===== src/rtl/fetch_stage.sv =====
// Instruction-fetch stage: owns the PC, addresses instruction memory and
// captures the returned word into the IF/ID register, with stall and redirect.
module fetch_stage #(
  parameter logic [31:0] RESET_PC  = 32'h0000_0000,
  parameter logic [31:0] NOP_INSTR = 32'h0000_0013
) (
  input  logic        clk,
  input  logic        rst_n,
  input  logic        stall,
  input  logic        branch_taken,
  input  logic [31:0] branch_target,
  output logic [31:0] pc_out,
  input  logic [31:0] instr_in,
  output logic [31:0] ifid_pc,
  output logic [31:0] ifid_instr,
  output logic        ifid_valid,
  output logic        misalign_err,
  output logic [31:0] fetch_count
);

  localparam logic [31:0] RESET_PC_WORD = RESET_PC & 32'hFFFF_FFFC;

  typedef enum logic [1:0] {
    ACT_ADVANCE,
    ACT_HOLD,
    ACT_REDIRECT
  } action_t;

  action_t     action;
  logic [31:0] pc_q, pc_d;
  logic [31:0] ifid_pc_q, ifid_pc_d;
  logic [31:0] ifid_instr_q, ifid_instr_d;
  logic        ifid_valid_q, ifid_valid_d;
  logic        misalign_q, misalign_d;
  logic [31:0] count_q, count_d;

  // Redirect outranks stall so a taken branch is never lost behind a hazard.
  always_comb begin
    if (branch_taken)
      action = ACT_REDIRECT;
    else if (stall)
      action = ACT_HOLD;
    else
      action = ACT_ADVANCE;
  end

  always_comb begin
    pc_d         = pc_q;
    ifid_pc_d    = ifid_pc_q;
    ifid_instr_d = ifid_instr_q;
    ifid_valid_d = ifid_valid_q;
    misalign_d   = 1'b0;
    count_d      = count_q;
    unique case (action)
      ACT_REDIRECT: begin
        pc_d         = {branch_target[31:2], 2'b00};
        ifid_pc_d    = '0;
        ifid_instr_d = NOP_INSTR;
        ifid_valid_d = 1'b0;
        misalign_d   = (branch_target[1:0] != 2'b00);
      end
      ACT_HOLD: begin
      end
      ACT_ADVANCE: begin
        pc_d         = pc_q + 32'd4;
        ifid_pc_d    = pc_q;
        ifid_instr_d = instr_in;
        ifid_valid_d = 1'b1;
        count_d      = count_q + 32'd1;
      end
      default: begin
      end
    endcase
  end

  always_ff @(posedge clk or negedge rst_n) begin
    if (!rst_n) begin
      pc_q         <= RESET_PC_WORD;
      ifid_pc_q    <= '0;
      ifid_instr_q <= NOP_INSTR;
      ifid_valid_q <= 1'b0;
      misalign_q   <= 1'b0;
      count_q      <= '0;
    end else begin
      pc_q         <= pc_d;
      ifid_pc_q    <= ifid_pc_d;
      ifid_instr_q <= ifid_instr_d;
      ifid_valid_q <= ifid_valid_d;
      misalign_q   <= misalign_d;
      count_q      <= count_d;
    end
  end

  assign pc_out       = pc_q;
  assign ifid_pc      = ifid_pc_q;
  assign ifid_instr   = ifid_instr_q;
  assign ifid_valid   = ifid_valid_q;
  assign misalign_err = misalign_q;
  assign fetch_count  = count_q;

endmodule


===== config.mk =====
export PLATFORM = sky130hd
export DESIGN_NAME = fetch_stage
export DESIGN_NICKNAME = d
export VERILOG_FILES = /design/src/rtl/fetch_stage.sv
export SDC_FILE = /design/constraint.sdc
export NUM_CORES = 1
export LEC_CHECK = 0
export CORE_MARGIN = 3
export CORE_UTILIZATION = 30
export CTS_BUF_LIST = sky130_fd_sc_hd__clkbuf_4 sky130_fd_sc_hd__clkbuf_8 sky130_fd_sc_hd__clkbuf_16
export CTS_CLUSTER_SIZE = 16
export DETAILED_ROUTE_END_ITERATION = 10
export GPL_TIMING_DRIVEN = 0
export PLACE_DENSITY_LB_ADDON = 0.15
export SETUP_SLACK_MARGIN = 0.15
export SLEW_MARGIN = 10
export SYNTH_ARGS = -nofsm -noshare
export SYNTH_HDL_FRONTEND = slang
export SYNTH_SLANG_ARGS = --single-unit

===== constraint.sdc =====
create_clock -name clk -period 5.22 [get_ports clk]
set_clock_uncertainty 0.1 [all_clocks]
set_input_delay 1.566 -clock clk [delete_from_list [all_inputs] [get_ports clk]]
set_output_delay 1.566 -clock clk [all_outputs]
set_load 0.005 [all_outputs]

==> key figures <==
Outcome
  • Status: finished clean

Clocking
  • Post_cts resized: 0
  • CTS sink cnt: 126
  • Setup bufs post-CTS: 0
  • TritonCTS clock tree: done
  • Worst-path clk slew: 0.06 ns
  • Clock Root Buffer: clkbuf_16
  • Clk Latency, worst-skew pair: 0.41 ns
  • Max H-tree Level: 4
  • TritonCTS buffer count: 17
  • CTS Hold Bufs: 0
  • Clock Tree Buf Depth: 2

Flow run
  • Max-Cap Viols: 0

Route
  • Routed vias/inst: 4.72
  • Initial DRC count: 220
  • Remaining DRCs: 0
  • Routed Antenna Nets: 0
  • Final WL: 17.4 mm
  • Avg WL per Cell: 16.8 um
  • DR vias: 4892
  • DR pass1 iterations: 4

Power and ir drop
  • Max VDD drop: 0.000208 V
  • Tot Pwr: 2.63 mW
  • PwrDens: 304 nW/um^2
  • Leak: 3.71 nW

Synthesis
  • EDFF count, synth: 0
  • Cell type with the highest aggregate area in the netlist: dfrtp_1
  • Synth warn: 0
  • Commonest cells post-synth: 123 x dfrtp_1, 77 x nor2_1, 63 x mux2i_1
  • Flip-flop and latch count after synthesis: 126
  • Top-count cell post-synth: dfrtp_1
  • Syn Std Cell Area: 5850 um^2
  • Fraction of registers with async set/reset: 1.00
  • Top FF cell, synth: dfrtp_1
  • Top post-synthesis cells by area: dfrtp_1 53%, mux2i_1 11%, nor2_1 4.9%
  • Synth top area share: 0.526
  • Distinct cells, synth: 50
  • Mean Syn Cell Area: 10.7 um^2
  • Sequential area share after synthesis: 0.540
  • Cells after Synth: 549

Global routing
  • Vias in the first global route: 5277
  • Total track usage: 0.166
  • First-pass GRT wire length: 28.6 mm
  • Congestion Overflow GR: 0
  • Initial antenna violation count: 0
  • Pin count of the biggest net entering global routing: 68

Worst setup path
  • CP max-delay cell: clkbuf_1
  • Setup CP Type: in2reg
  • Crit path DAT: 3.77 ns
  • Startpoint types: input pin
  • Crit-path most repeated cell: clkbuf_1
  • CP max stage delay: 0.60 ns
  • CP required: 5.39 ns
  • Crit-path cells: clkdlybuf4s50_1 > clkbuf_1 > clkbuf_1 > buf_1 > nor2_1
  • CP Max Fanout: 10
  • Crit. End Element: flip-flop
  • R2R Setup Slk: 2.78 ns

Final layout
  • Area Overhead vs Synth: 48.0%
  • Antenna cells: 0
  • Share of post-route cells with drive strength above 1: 0.0759
  • Final #Nets: 834
  • Final Non-Filler Cells: 1037
  • Fill cells: 1811

Floorplanning
  • Row cnt: 50
  • Die Wd: 146 um
  • Core area: 19000 um^2
  • Die area: 21200 um^2
  • Starting Density: 0.309
  • Die Y: 146 um
  • I/O pin count: 198

STA
  • Period utilization: 0.690
  • Worst-margin pin slew: 1.04 ns
  • Final setup viols: 0
  • Setup TNS: 0 ns
  • Slew headroom: 0.299
  • Hold Slack: 0.380 ns
  • Final Critical Period: 3.60 ns
  • Unrepaired setup endpoints after global routing: false
  • Max Fclk: 278 MHz
  • Pins Over Slew Limit: 0
  • Final Hold Violating Endpoints: 0

Placed design
  • Placed cells: 1005
  • PortBufs: 192
  • Gpl congestion: 0.794
  • DP HPWL: 12.7 mm

Hold path
  • Worst min-delay path class: reg2reg
## report_power, final
| group | switching (mW) | internal [mW] |
|---|---|---|
| clock network | 0.452 | 0.601 |
| logic | 0.178 | 0.257 |
| registers | 0.0883 | 1.05 |
| total | 0.718 | 1.91 |
## sequential cells by signal (all words and copies together), names as in the netlist
| signal | count |
|---|---|
| fetch_count | 32 |
| ifid_pc | 30 |
| ifid_instr | 32 |
| pc_out | 30 |
| ifid_valid | 1 |
| misalign_err | 1 |
## critical path: cells and delay by family
family / cells / cell delay [ns]
AND/OR/NAND/NOR: 1 / 0.11
buffers and inverters: 4 / 2.08
## path summary, 6_finish.rpt
kind,end,cells after the start,start
hold reg to reg,fetch_count[31]$_DFFE_PN0P_,1,fetch_count[31]$_DFFE_PN0P_
hold / removal,fetch_count[31]$_DFFE_PN0P_,1,fetch_count[31]$_DFFE_PN0P_
max in group asynchronous,pc_out[16]$_DFFE_PN0P_,2,rst_n
min in group asynchronous,fetch_count[31]$_DFFE_PN0P_,1,rst_n
setup / recovery,ifid_pc[5]$_DFFE_PN0P_,5,branch_taken
setup reg to reg,pc_out[22]$_DFFE_PN0P_,5,pc_out[2]$_DFFE_PN0P_
## cell usage in the layout (no fill, tap or decap), drive strengths merged, types with 7 or more instances in the layout
| cell | n |
|---|---|
| buf | 16 |
| xnor2 | 32 |
| dfrtp | 123 |
| a31oi | 7 |
| nand4 | 25 |
| nor3 | 7 |
| xor2 | 11 |
| o21ai | 17 |
| nand2 | 37 |
| clkbuf | 38 |
| inv | 12 |
| nand3 | 27 |
| or4 | 10 |
| clkdlybuf4s50 | 191 |
| mux2i | 63 |
| nor2 | 77 |
| clkinv | 7 |
| and3 | 9 |
## layout make-up
class	count	area, um^2	share of cell area
buffer	35	154	0.0178
inverter	10	37.5	0.00433
sequential	126	3160	0.365
multi-input combinational	381	2510	0.290
timing repair buffer	193	1950	0.225
clock inverter	15	97.6	0.0113
clock buffer	17	425	0.0491
tap	260	325	0.0376
## routing by layer
layer	up-vias	global-route usage	wire length, um
met2	140	0.266	8030
met4	0	0.0489	238
li1	2349	-	-
met1	2385	0.221	8080
met5	-	0	0
met3	18	0.0439	1030
## logic make-up (layout without fill, tap and decap cells)
kind of cell               count (synthesis)  count (layout)  share of synthesized area
other                                      1               4                   0.000641
muxes                                     64              64                      0.110
xor gates and xnor gates                  43              43                     0.0644
adders and majority gates                  2               2                    0.00428
buffers and inverters                     45             270                     0.0327
AOI/OAI and AO/OA                         43              43                     0.0488
DFF                                      126             126                      0.540
and+or+nand+nor                          225             225                      0.200
## per-stage QoR
stage	worst slack, ns	instance area, um^2	util
2_1_floorplan	1.99	5860	-
3_3_place_gp	-2.62	8110	0.428
3_5_place_dp	1.13	8140	0.429
4_1_cts	1.56	8660	0.457
5_1_grt	1.41	8660	0.457
6_report	1.62	8660	0.457
(Power assumes the default switching activity.)
